[config.mk]
export PLATFORM = sky130hd
export DESIGN_NAME = mult_share_arbiter_flat
export DESIGN_NICKNAME = d
export VERILOG_FILES = /design/src/rtl/mult_share_arbiter_pkg.sv /design/src/rtl/mult_share_arbiter_if.sv /design/src/rtl/mult_share_arbiter_rr_arbiter.sv /design/src/rtl/mult_share_arbiter.sv /design/src/flat_wrapper.sv
export SDC_FILE = /design/constraint.sdc
export NUM_CORES = 1
export LEC_CHECK = 0
export CAP_MARGIN = 20
export CORE_AREA = 2 2 144 146
export DETAILED_ROUTE_END_ITERATION = 16
export DIE_AREA = 0 0 146 148
export PLACE_DENSITY = 0.67
export SLEW_MARGIN = 20
export SYNTH_ARGS = -nofsm -noshare
export SYNTH_HDL_FRONTEND = slang
export SYNTH_HIERARCHICAL = 1
export SYNTH_SLANG_ARGS = --single-unit
[constraint.sdc]
create_clock -name clk -period 3.2 [get_ports clk]
set_input_delay 0.32 -clock clk [delete_from_list [all_inputs] [get_ports clk]]
set_output_delay 0.32 -clock clk [all_outputs]
set_load 0.05 [all_outputs]
[src/rtl/mult_share_arbiter_pkg.sv]
// mult_arb_pkg: shared types and defaults for mult_share_arbiter.
//   NUM_REQ_DEF / WIDTH_DEF / MUL_LAT_DEF : default parameter values
//   TAG_ID_W                              : id field width in a tag (covers up to 8 requesters)
//   id_w()                                : index width needed for n requesters
//   tag_t                                 : in-flight tag {valid, id}
package mult_arb_pkg;

  localparam int NUM_REQ_DEF = 4;
  localparam int WIDTH_DEF   = 16;
  localparam int MUL_LAT_DEF = 0;
  localparam int TAG_ID_W    = 3;

  function automatic int id_w(input int n);
    return (n <= 2) ? 1 : $clog2(n);
  endfunction

  typedef struct packed {
    logic                valid;
    logic [TAG_ID_W-1:0] id;
  } tag_t;

endpackage

[src/rtl/mult_share_arbiter_if.sv]
// mult_share_arbiter_if: requester, response and multiplier-core signals.
//   req_valid/req_ready/req_a/req_b : requester side (operand i at [i*WIDTH +: WIDTH])
//   rsp_valid/rsp_data              : one-hot response pulse and product
//   mul_a/mul_b/mul_p               : operands to and product from the shared core
// Handshake: a requester transfers its operands in a cycle where req_valid[i] and
// req_ready[i] are both high; req_ready is combinational and may only be high while
// req_valid is high. Responses carry no ready and cannot be stalled.
// modport slave  : the arbiter view
// modport master : the requesters + core view
interface mult_share_arbiter_if
  import mult_arb_pkg::*;
#(
  parameter int NUM_REQ = NUM_REQ_DEF,
  parameter int WIDTH   = WIDTH_DEF
);
  logic [NUM_REQ-1:0]       req_valid;
  logic [NUM_REQ-1:0]       req_ready;
  logic [NUM_REQ*WIDTH-1:0] req_a;
  logic [NUM_REQ*WIDTH-1:0] req_b;
  logic [WIDTH-1:0]         mul_a;
  logic [WIDTH-1:0]         mul_b;
  logic [2*WIDTH-1:0]       mul_p;
  logic [NUM_REQ-1:0]       rsp_valid;
  logic [2*WIDTH-1:0]       rsp_data;

  modport slave (
    input  req_valid, req_a, req_b, mul_p,
    output req_ready, mul_a, mul_b, rsp_valid, rsp_data
  );

  modport master (
    output req_valid, req_a, req_b, mul_p,
    input  req_ready, mul_a, mul_b, rsp_valid, rsp_data
  );
endinterface

[src/rtl/mult_share_arbiter_rr_arbiter.sv]
// rr_arbiter: round-robin grant over NUM_REQ requesters.
//   clk, rst_n : clock, async active-low reset
//   i_en       : 0 suppresses all grants
//   i_req      : request vector
//   i_hs       : a handshake happened this cycle; pointer moves to o_idx
//   o_grant    : one-hot grant (zero when no request or i_en=0)
//   o_idx      : index of the granted requester
// The pointer holds the last granted index; search starts one past it.
module rr_arbiter #(
  parameter int NUM_REQ = 4,
  parameter int ID_W    = 2
) (
  input  logic               clk,
  input  logic               rst_n,
  input  logic               i_en,
  input  logic [NUM_REQ-1:0] i_req,
  input  logic               i_hs,
  output logic [NUM_REQ-1:0] o_grant,
  output logic [ID_W-1:0]    o_idx
);
  logic [ID_W-1:0] r_ptr;
  logic [ID_W-1:0] w_cand;
  logic            w_found;

  always_comb begin
    o_grant = '0;
    o_idx   = '0;
    w_cand  = '0;
    w_found = 1'b0;
    for (int k = 1; k <= NUM_REQ; k++) begin
      w_cand = ID_W'((int'(r_ptr) + k) % NUM_REQ);
      if (!w_found && i_en && i_req[w_cand]) begin
        w_found = 1'b1;
        o_idx   = w_cand;
      end
    end
    o_grant[o_idx] = w_found;
  end

  always_ff @(posedge clk or negedge rst_n) begin
    if (!rst_n) begin
      r_ptr <= ID_W'(NUM_REQ - 1);
    end else if (i_hs) begin
      r_ptr <= o_idx;
    end
  end
endmodule

[src/rtl/mult_share_arbiter.sv]
// mult_share_arbiter: shares one external WIDTH x WIDTH unsigned multiplier
// between NUM_REQ requesters, one issue per cycle, fully pipelined.
//   clk, rst_n : clock, async active-low reset
//   en         : 1 allows new grants; in-flight ops always complete
//   bus        : mult_share_arbiter_if.slave (requests, responses, core operands/product)
//   busy       : any tag stage valid or a response pulse this cycle
//   perf_cnt   : per-requester saturating handshake counters, 32 bits each
// Optional feature: define MULT_ARB_PERF_EN to build the perf counters;
// otherwise perf_cnt is tied to zero.
// MUL_LAT is the core latency in clock edges from mul_a/mul_b to mul_p.
module mult_share_arbiter
  import mult_arb_pkg::*;
#(
  parameter int NUM_REQ = NUM_REQ_DEF,
  parameter int WIDTH   = WIDTH_DEF,
  parameter int MUL_LAT = MUL_LAT_DEF
) (
  input  logic                  clk,
  input  logic                  rst_n,
  input  logic                  en,
  mult_share_arbiter_if.slave   bus,
  output logic                  busy,
  output logic [NUM_REQ*32-1:0] perf_cnt
);
  localparam int ID_W = id_w(NUM_REQ);

  logic [NUM_REQ-1:0] w_grant;
  logic [ID_W-1:0]    w_idx;
  logic               w_hs;
  logic [NUM_REQ-1:0] w_onehot;
  logic               w_tag_busy;

  logic [WIDTH-1:0]   r_mul_a;
  logic [WIDTH-1:0]   r_mul_b;
  tag_t               r_tag [MUL_LAT+1];
  logic [NUM_REQ-1:0] r_rsp_valid;
  logic [2*WIDTH-1:0] r_rsp_data;

  rr_arbiter #(.NUM_REQ(NUM_REQ), .ID_W(ID_W)) u_rr (
    .clk     (clk),
    .rst_n   (rst_n),
    .i_en    (en),
    .i_req   (bus.req_valid),
    .i_hs    (w_hs),
    .o_grant (w_grant),
    .o_idx   (w_idx)
  );

  assign bus.req_ready = w_grant;
  assign w_hs          = |(bus.req_valid & w_grant);

  // Operands hold their last value when nothing is issued.
  always_ff @(posedge clk or negedge rst_n) begin
    if (!rst_n) begin
      r_mul_a <= '0;
      r_mul_b <= '0;
    end else if (w_hs) begin
      r_mul_a <= bus.req_a[w_idx*WIDTH +: WIDTH];
      r_mul_b <= bus.req_b[w_idx*WIDTH +: WIDTH];
    end
  end

  assign bus.mul_a = r_mul_a;
  assign bus.mul_b = r_mul_b;

  // Tag pipeline mirrors the core latency so stage MUL_LAT lines up with mul_p.
  always_ff @(posedge clk or negedge rst_n) begin
    if (!rst_n) begin
      for (int k = 0; k <= MUL_LAT; k++) r_tag[k] <= '0;
    end else begin
      r_tag[0].valid <= w_hs;
      r_tag[0].id    <= w_hs ? TAG_ID_W'(w_idx) : '0;
      for (int k = 1; k <= MUL_LAT; k++) r_tag[k] <= r_tag[k-1];
    end
  end

  assign w_onehot = NUM_REQ'(1) << r_tag[MUL_LAT].id;

  always_ff @(posedge clk or negedge rst_n) begin
    if (!rst_n) begin
      r_rsp_valid <= '0;
      r_rsp_data  <= '0;
    end else if (r_tag[MUL_LAT].valid) begin
      r_rsp_valid <= w_onehot;
      r_rsp_data  <= bus.mul_p;
    end else begin
      r_rsp_valid <= '0;
    end
  end

  assign bus.rsp_valid = r_rsp_valid;
  assign bus.rsp_data  = r_rsp_data;

  always_comb begin
    w_tag_busy = 1'b0;
    for (int k = 0; k <= MUL_LAT; k++) w_tag_busy = w_tag_busy | r_tag[k].valid;
  end

  assign busy = w_tag_busy | (|r_rsp_valid);

`ifdef MULT_ARB_PERF_EN
  logic [31:0] r_perf [NUM_REQ];

  always_ff @(posedge clk or negedge rst_n) begin
    if (!rst_n) begin
      for (int i = 0; i < NUM_REQ; i++) r_perf[i] <= '0;
    end else begin
      for (int i = 0; i < NUM_REQ; i++) begin
        if (w_hs && w_grant[i] && (r_perf[i] != 32'hFFFF_FFFF)) r_perf[i] <= r_perf[i] + 32'd1;
      end
    end
  end

  for (genvar g = 0; g < NUM_REQ; g++) begin : g_perf
    assign perf_cnt[g*32 +: 32] = r_perf[g];
  end
`else
  assign perf_cnt = '0;
`endif
endmodule

[src/flat_wrapper.sv]
// flat-port wrapper written by rule: the top's interface ports become plain ports
module mult_share_arbiter_flat import mult_arb_pkg::*;
#(
  parameter int NUM_REQ = NUM_REQ_DEF,
  parameter int WIDTH   = WIDTH_DEF,
  parameter int MUL_LAT = MUL_LAT_DEF
)
  (clk, rst_n, en, busy, perf_cnt, bus_req_valid, bus_req_a, bus_req_b, bus_mul_p, bus_req_ready, bus_mul_a, bus_mul_b, bus_rsp_valid, bus_rsp_data);
  mult_share_arbiter_if #(.NUM_REQ(NUM_REQ), .WIDTH(WIDTH)) bus_i ();
  input  logic clk;
  input  logic rst_n;
  input  logic en;
  output logic busy;
  output logic [NUM_REQ*32-1:0] perf_cnt;
  input wire logic [$bits(bus_i.req_valid)-1:0] bus_req_valid;
  input wire logic [$bits(bus_i.req_a)-1:0] bus_req_a;
  input wire logic [$bits(bus_i.req_b)-1:0] bus_req_b;
  input wire logic [$bits(bus_i.mul_p)-1:0] bus_mul_p;
  output wire logic [$bits(bus_i.req_ready)-1:0] bus_req_ready;
  output wire logic [$bits(bus_i.mul_a)-1:0] bus_mul_a;
  output wire logic [$bits(bus_i.mul_b)-1:0] bus_mul_b;
  output wire logic [$bits(bus_i.rsp_valid)-1:0] bus_rsp_valid;
  output wire logic [$bits(bus_i.rsp_data)-1:0] bus_rsp_data;
  assign bus_i.req_valid = bus_req_valid;
  assign bus_i.req_a = bus_req_a;
  assign bus_i.req_b = bus_req_b;
  assign bus_i.mul_p = bus_mul_p;
  assign bus_req_ready = bus_i.req_ready;
  assign bus_mul_a = bus_i.mul_a;
  assign bus_mul_b = bus_i.mul_b;
  assign bus_rsp_valid = bus_i.rsp_valid;
  assign bus_rsp_data = bus_i.rsp_data;
  mult_share_arbiter #(.NUM_REQ(NUM_REQ), .WIDTH(WIDTH), .MUL_LAT(MUL_LAT)) u_core (.clk(clk), .rst_n(rst_n), .en(en), .bus(bus_i), .busy(busy), .perf_cnt(perf_cnt));
endmodule
==> results of run 1 <==
-- routing by layer --
| layer | up-vias | routed length [µm] | GRT usage (%) | part of all wire, % |
|---|---|---|---|---|
| met5 | - | 0 | 0 | 0 |
| met4 | 0 | 167 | 3.83 | 1.3 |
| met3 | 13 | 1130 | 3.58 | 8.9 |
| met2 | 192 | 6440 | 19.4 | 51 |
| met1 | 1651 | 4990 | 13.5 | 39 |
| li1 | 1544 | - | - | - |
-- synthesized netlist by cell type --
master,n
nand4_1,1
buf_12,3
nor3b_1,5
a22oi_1,2
nor2_1,4
conb_1,1
or2_1,1
nor3_1,1
a21bo_2,1
mux2_2,64
nor4_1,1
a21oi_1,5
o22ai_1,1
buf_4,128
o21ai_1,1
nor2b_1,2
buf_6,1
o21ai_0,2
mux2i_1,1
a211o_1,1
o221ai_1,1
nand2b_1,4
mux4_2,30
or4_1,1
nand2_1,5
inv_1,3
mux4_1,3
dfstp_2,2
and3b_1,1
buf_2,9
o41ai_4,1
and2_1,4
dfrtp_1,71
clkbuf_1,4
o2111ai_1,1
and3_1,1
-- through the flow --
stage | power, mW | util (%) | instances | instance area (µm²)
after detailed placement | 6.05 | 34.8 | 869 | 6970
after global placement | 6.01 | 34.8 | 869 | 6970
final | 7.00 | 36.2 | 885 | 7260
after CTS | 7.12 | 36.2 | 885 | 7260
after floorplan | 4.74 | - | 494 | 5210
after global routing | 7.35 | 36.2 | 885 | 7260
-- worst paths after layout --
check / start / to / slack, ns / cells past startpoint
worst max-delay path: u_core/u_rr/r_ptr[1] / u_core/bus.mul_a[3] / 0.20 / 7
worst min-delay path: rst_n / u_core/bus.rsp_data[17] / 0.14 / 1
worst max register to register: u_core/u_rr/r_ptr[1] / u_core/bus.mul_a[3] / 0.20 / 7
worst min register to register: u_core/r_tag[1] / u_core/bus.rsp_valid[1] / 0.46 / 1
max in group asynchronous: rst_n / u_core/bus.mul_a[6] / 2.46 / 1
min in group clk: u_core/r_tag[1] / u_core/bus.rsp_valid[1] / 0.46 / 1
-- layout make-up --
class                           count  area (µm²)  share of cell area [%]
Clock inverter                      6        67.6                   0.930
Timing Repair Buffer              250        2510                    34.6
Sequential cell                    73        1830                    25.2
Multi-Input combinational cell    273        2280                    31.3
Tap cell                          270         338                    4.65
Inverter                            3        11.3                   0.155
Clock buffer                       10         229                    3.15
-- critical path, cell delays in order, from the launching register on --
cell     delay, ns
dfstp_2       0.68
mux4_2        0.59
o41ai_4       0.51
nor2b_2       0.30
a22oi_1       0.11
nand2_2       0.09
buf_12        0.23
mux2_2        0.36
-- flip-flops by register name, summed over array words and instances (netlist names) --
name and count:
u_core/bus.mul_a 16, u_core/bus.mul_b 16, u_core/bus.rsp_data 32, u_core/bus.rsp_valid 4
u_core/r_tag 2, u_core/u_rr/r_ptr 2, u_core/w_tag_busy 1
-- power groups by stage --
stage,sequential [mW],combinational (mW),clock (mW)
global placement,1.66,4.35,0
finish,1.65,4.33,1.02
detailed placement,1.68,4.37,0
global route,1.72,4.51,1.11
CTS,1.66,4.38,1.07
floorplan,3.11,1.64,0
-- kinds of logic after synthesis --
logic type	after synthesis	synth area share [%]
multiplexers	98	31.4
flip-flops	73	38.7
buffers and inverters	148	23.3
AO/OA/AOI/OAI	16	2.65
AND/OR/NAND/NOR	31	3.81
other	1	0.0793
==> summary.txt, run 1 <==
Status -> completed
IO buf count -> 239
Switching pwr -> 3.34 mW
Seq pwr share -> 23.6%
Fmax -> 0.333 GHz
Syn Std Cell Area -> 4730 µm²
Post-CTS sizing -> 0
CTS tree -> done
Post-CTS setup buffer count -> 0
Setup ws final -> 0.196 ns
Initial core utilization -> 23.6%
Register area share after synthesis -> 38.7%
Later-pin clock latency in the skew report -> 0.33 ns
First-iteration detailed-routing DRC count -> 81
Core Area -> 20000 µm²
Fin. max-slew vios -> 0
H-tree depth -> 3
RSZ-0062 raised after global routing -> false
First-pass GRT wire length -> 18900 µm
Max clock buf depth -> 2
PwrDens -> 964 nW/µm²
Most frequent cells in the layout -> clkdlybuf4s50_1, conb_1, dfrtp_1
Num rows -> 52
Diodes inserted -> 0
Die area -> 21600 µm²
Drt first pass iters -> 4
Setup crit end kind -> flip-flop
Commonest non-fill, non-tap cell in the layout -> clkdlybuf4s50_1
Clk root buf -> clkbuf_16
Actual slew at the worst max-slew pin -> 0.948 ns
Yosys top cell by area -> dfrtp_1
Clock share of power -> 14.6%
Hpwl dp -> 9980 µm
Vias in the first global route -> 3391
Hold slack -> 0.139 ns
Yosys reg bits -> 73
Tmin final -> 3.00 ns
Clk sinks -> 73
Layout area overhead -> 53.7%
IO Pins -> 368
Drt drc -> 0
Comb pwr share -> 61.9%
Final Skew -> 0.00546 ns
Hold Buf Count CTS -> 0
TritonCTS buffer count -> 9
Setup TNS -> 0 ns
Syn. warnings -> 6
Initial antenna violation count -> 0
Sw frac -> 47.7%
Total wire length -> 12700 µm
Pint -> 3.66 mW
Grt total ovfl -> 0
VDD IR max -> 0.376 mV
Ratio of cells with drive above 1 in the final layout -> 21.5%
Synth top area cells -> dfrtp_1, buf_4, mux2_2
Worst rel slew slack -> 36.8%
Global Route Usage Sum -> 11.3%
CP Class -> flip-flop to flip-flop
Vias/cell -> 3.84
NumNets Final -> 777
Post-route ant nets -> 0
Worst-path maximum fanout -> 39
Mean Syn Cell Area -> 12.9 µm²
Share of the synthesized area in the top cell type -> 37.6%
Via Count -> 3400
Cell count after synthesis -> 367
Element type at the critical path start -> flip-flop
Fin. Hold Viols -> 0
Period utilisation layout -> 93.9%
# setup viols final -> 0
Fillcell total -> 2006
Die W -> 146 µm
Crit path required time -> 3.42 ns
Pre-CTS WS -> 0.187 ns
Static leakage -> 3.00 nW
CP arrival -> 3.23 ns
Largest net degree at the start of global routing -> 74
Wire per inst -> 14.4 µm
Unique masters post-synth -> 36
Die Y -> 148 µm
Hold crit path type -> input pin to async pin
Number of max-cap violations -> 0
GPL Wtd Cong -> 0.779
Clock slew at reported path FFs -> 0.06 ns
(Power assumes the default switching activity.)
==> inputs of run 2 (changes only) <==
--- a/config.mk
+++ b/config.mk
@@ -10,7 +10,6 @@
 export DETAILED_ROUTE_END_ITERATION = 16
 export DIE_AREA = 0 0 146 148
 export PLACE_DENSITY = 0.67
-export SLEW_MARGIN = 20
 export SYNTH_ARGS = -nofsm -noshare
 export SYNTH_HDL_FRONTEND = slang
 export SYNTH_HIERARCHICAL = 1
==> results of run 2 <==
Same layout as run 1: the final DEF is identical, and so are final timing and power.
==> inputs of run 3 (changes only) <==
--- a/config.mk
+++ b/config.mk
@@ -10,6 +10,7 @@
 export DETAILED_ROUTE_END_ITERATION = 16
 export DIE_AREA = 0 0 146 148
 export PLACE_DENSITY = 0.67
+export REMOVE_ABC_BUFFERS = 1
 export SYNTH_ARGS = -nofsm -noshare
 export SYNTH_HDL_FRONTEND = slang
 export SYNTH_HIERARCHICAL = 1
==> run 3 against run 2 <==
Critical path depth is the same. Sequential cell count is the same. Sequential power is essentially flat. Largest cell class unchanged. Highest routed layer unchanged.
==> summary.txt, run 3 (synthesis gave the netlist of run 1 again) <==
CTS tree -> done
Wire per inst -> 14.6 µm (+1.5%)
Setup TNS -> 0 ns (unchanged)
Period utilisation layout -> 91.5% (-2.4 points)
H-tree depth -> 3 (unchanged)
RSZ-0062 raised after global routing -> false
CP arrival -> 3.15 ns (-0.08 ns)
Vias/cell -> 3.83 (-0.30%)
Max clock buf depth -> 2 (unchanged)
Element type at the critical path start -> flip-flop
Fin. max-slew vios -> 0 (unchanged)
Global Route Usage Sum -> 11.7% (+0.35 points)
First-iteration detailed-routing DRC count -> 44 (-46%)
Storage cell area -> 1830 µm² (unchanged)
Via Count -> 3386 (-0.41%)
IO buf count -> 239 (unchanged)
# setup viols final -> 0 (unchanged)
Commonest non-fill, non-tap cell in the layout -> clkdlybuf4s50_1
Initial antenna violation count -> 0 (unchanged)
Total wire length -> 12900 µm (+1.3%)
Post-route ant nets -> 0 (unchanged)
NumNets Final -> 776 (-0.13%)
IO Pins -> 368 (unchanged)
Later-pin clock latency in the skew report -> 0.34 ns (about the same)
Ratio of cells with drive above 1 in the final layout -> 21.2% (-0.29 points)
Core Area -> 20000 µm² (unchanged)
Worst reg2reg setup slack -> 0.27 ns (+0.08 ns)
Drt drc -> 0 (unchanged)
CP Cell Sequence -> mux4_2 > o41ai_4 > and2_1 > a22oi_1 > nand2_2 > buf_12 > mux2_2
Fin. Hold Viols -> 0 (unchanged)
Status -> completed
Post-CTS setup buffer count -> 0 (unchanged)
Crit path required time -> 3.42 ns (about the same)
Layout area overhead -> 53.9%
Crit-path slowest cell -> dfstp_2
Most frequent cells in the layout -> clkdlybuf4s50_1, conb_1, dfrtp_1
Fillcell total -> 2023 (+0.85%)
Multi-input logic area -> 2270 µm² (-0.11%)
Finished Core Util -> 36.3% (+0.050 points)
Actual slew at the worst max-slew pin -> 0.952 ns (+0.00344 ns)
Max incr delay on CP -> 0.67 ns (about the same)
Hpwl dp -> 10100 µm (+1.7%)
Clk sinks -> 73 (unchanged)
Num rows -> 52 (unchanged)
Worst-path maximum fanout -> 39 (unchanged)
Die W -> 146 µm (unchanged)
Static leakage -> 3.02 nW (+0.44%)
Clk root buf -> clkbuf_16
Die Y -> 148 µm (unchanged)
CP Class -> flip-flop to flip-flop
Number of max-cap violations -> 0 (unchanged)
Hold Buf Count CTS -> 0 (unchanged)
Vias in the first global route -> 3430 (+1.2%)
Clock slew at reported path FFs -> 0.06 ns (about the same)
Drt first pass iters -> 4 (unchanged)
Largest net degree at the start of global routing -> 74 (unchanged)
R2r endpoint -> u_core/bus.mul_b[4]
Hold crit path type -> input pin to async pin
Diodes inserted -> 0 (unchanged)
Grt total ovfl -> 0 (unchanged)
Tmin final -> 2.93 ns (-0.0762 ns)
Die area -> 21600 µm² (unchanged)
Final Skew -> 0.00683 ns (+0.00137 ns)
First-pass GRT wire length -> 19300 µm (+2.1%)
VDD IR max -> 0.383 mV (+1.9%)
Initial core utilization -> 23.6% (unchanged)
Number of flip-flops in the largest register -> 32 (unchanged)
Post-CTS sizing -> 0 (unchanged)
Worst rel slew slack -> 36.6% (-0.23 points)
GPL Wtd Cong -> 0.776 (-0.35%)
TritonCTS buffer count -> 9 (unchanged)
Worst R2R Start -> u_core/u_rr/r_ptr[1]
PwrDens -> 976 nW/µm² (+1.3%)
Fmax -> 0.342 GHz (+2.6%)
Setup crit end kind -> flip-flop
R2r worst-path depth -> 7 (unchanged)
run 3: cell count changes in the layout (fill, tap and decap cells not counted):
cell | before | now
buf_4 | 12 | 11
bufinv_16 | 1 | 2
clkinv_2 | 1 | 2
clkinv_4 | 1 | 0
clkinvlp_4 | 2 | 0
inv_6 | 1 | 2
nor2b_1 | 1 | 2
nor2b_2 | 1 | 0
run 3: final cells by class:
cell class	instances	area share, %
timing repair buffer	249	34.4
multi-input combinational	273	31.3
sequential	73	25.2
tap	270	4.64
clock buffer	10	3.15
clock inverter	6	1.20
inverter	3	0.155
run 3: power breakdown:
group          internal, mW  total (mW)  switching [mW]
clock                 0.687        1.12           0.431
combinational          1.66        4.34            2.68
sequential             1.38        1.64           0.259
run 3: metal layers:
layer | vias to the layer above | track usage, % | share of wire [%]
met5 | - | 0 | 0
met4 | 0 | 3.93 | 1.9
met3 | 16 | 4.54 | 9.5
met1 | 1616 | 13.8 | 38
li1 | 1543 | - | -
met2 | 211 | 19.6 | 50
run 3: how the worst max path moves through the flow:
stage / depth (start not counted) / start / end / slack [ns]
6_report: 7 / u_core/u_rr/r_ptr[1] / u_core/bus.mul_b[4] / 0.27
5_1_grt: 7 / u_core/u_rr/r_ptr[1] / u_core/bus.mul_a[12] / 0.14
4_1_cts: 7 / u_core/u_rr/r_ptr[1] / u_core/bus.mul_a[1] / 0.28
3_5_place_dp: 8 / bus_req_valid[0] / u_core/bus.mul_a[11] / 0.13
3_3_place_gp: 8 / bus_req_valid[0] / u_core/bus.mul_b[5] / 0.20
2_1_floorplan: 6 / u_core/u_rr/r_ptr[1] / u_core/bus.mul_a[0] / -1.65
run 3: worst max-delay path: cells and delay by family (launching register included):
family / cells / cell delay, ns
mux: 2 / 0.93
simple gates: 2 / 0.35
compound gates: 2 / 0.59
buf+inv: 1 / 0.24
flops: 1 / 0.67
run 3: stage by stage:
step	hold slack (ns)	cells	setup WS, ns	power (mW)	cell area (µm²)
after detailed placement	0.455	868	0.132	6.04	6960
after global placement	0.450	868	0.204	5.99	6960
final	0.138	884	0.272	7.10	7270
after floorplan	0.0244	349	-1.65	4.55	4110
after CTS	0.168	884	0.283	7.20	7270
after global routing	0.207	884	0.143	7.44	7270
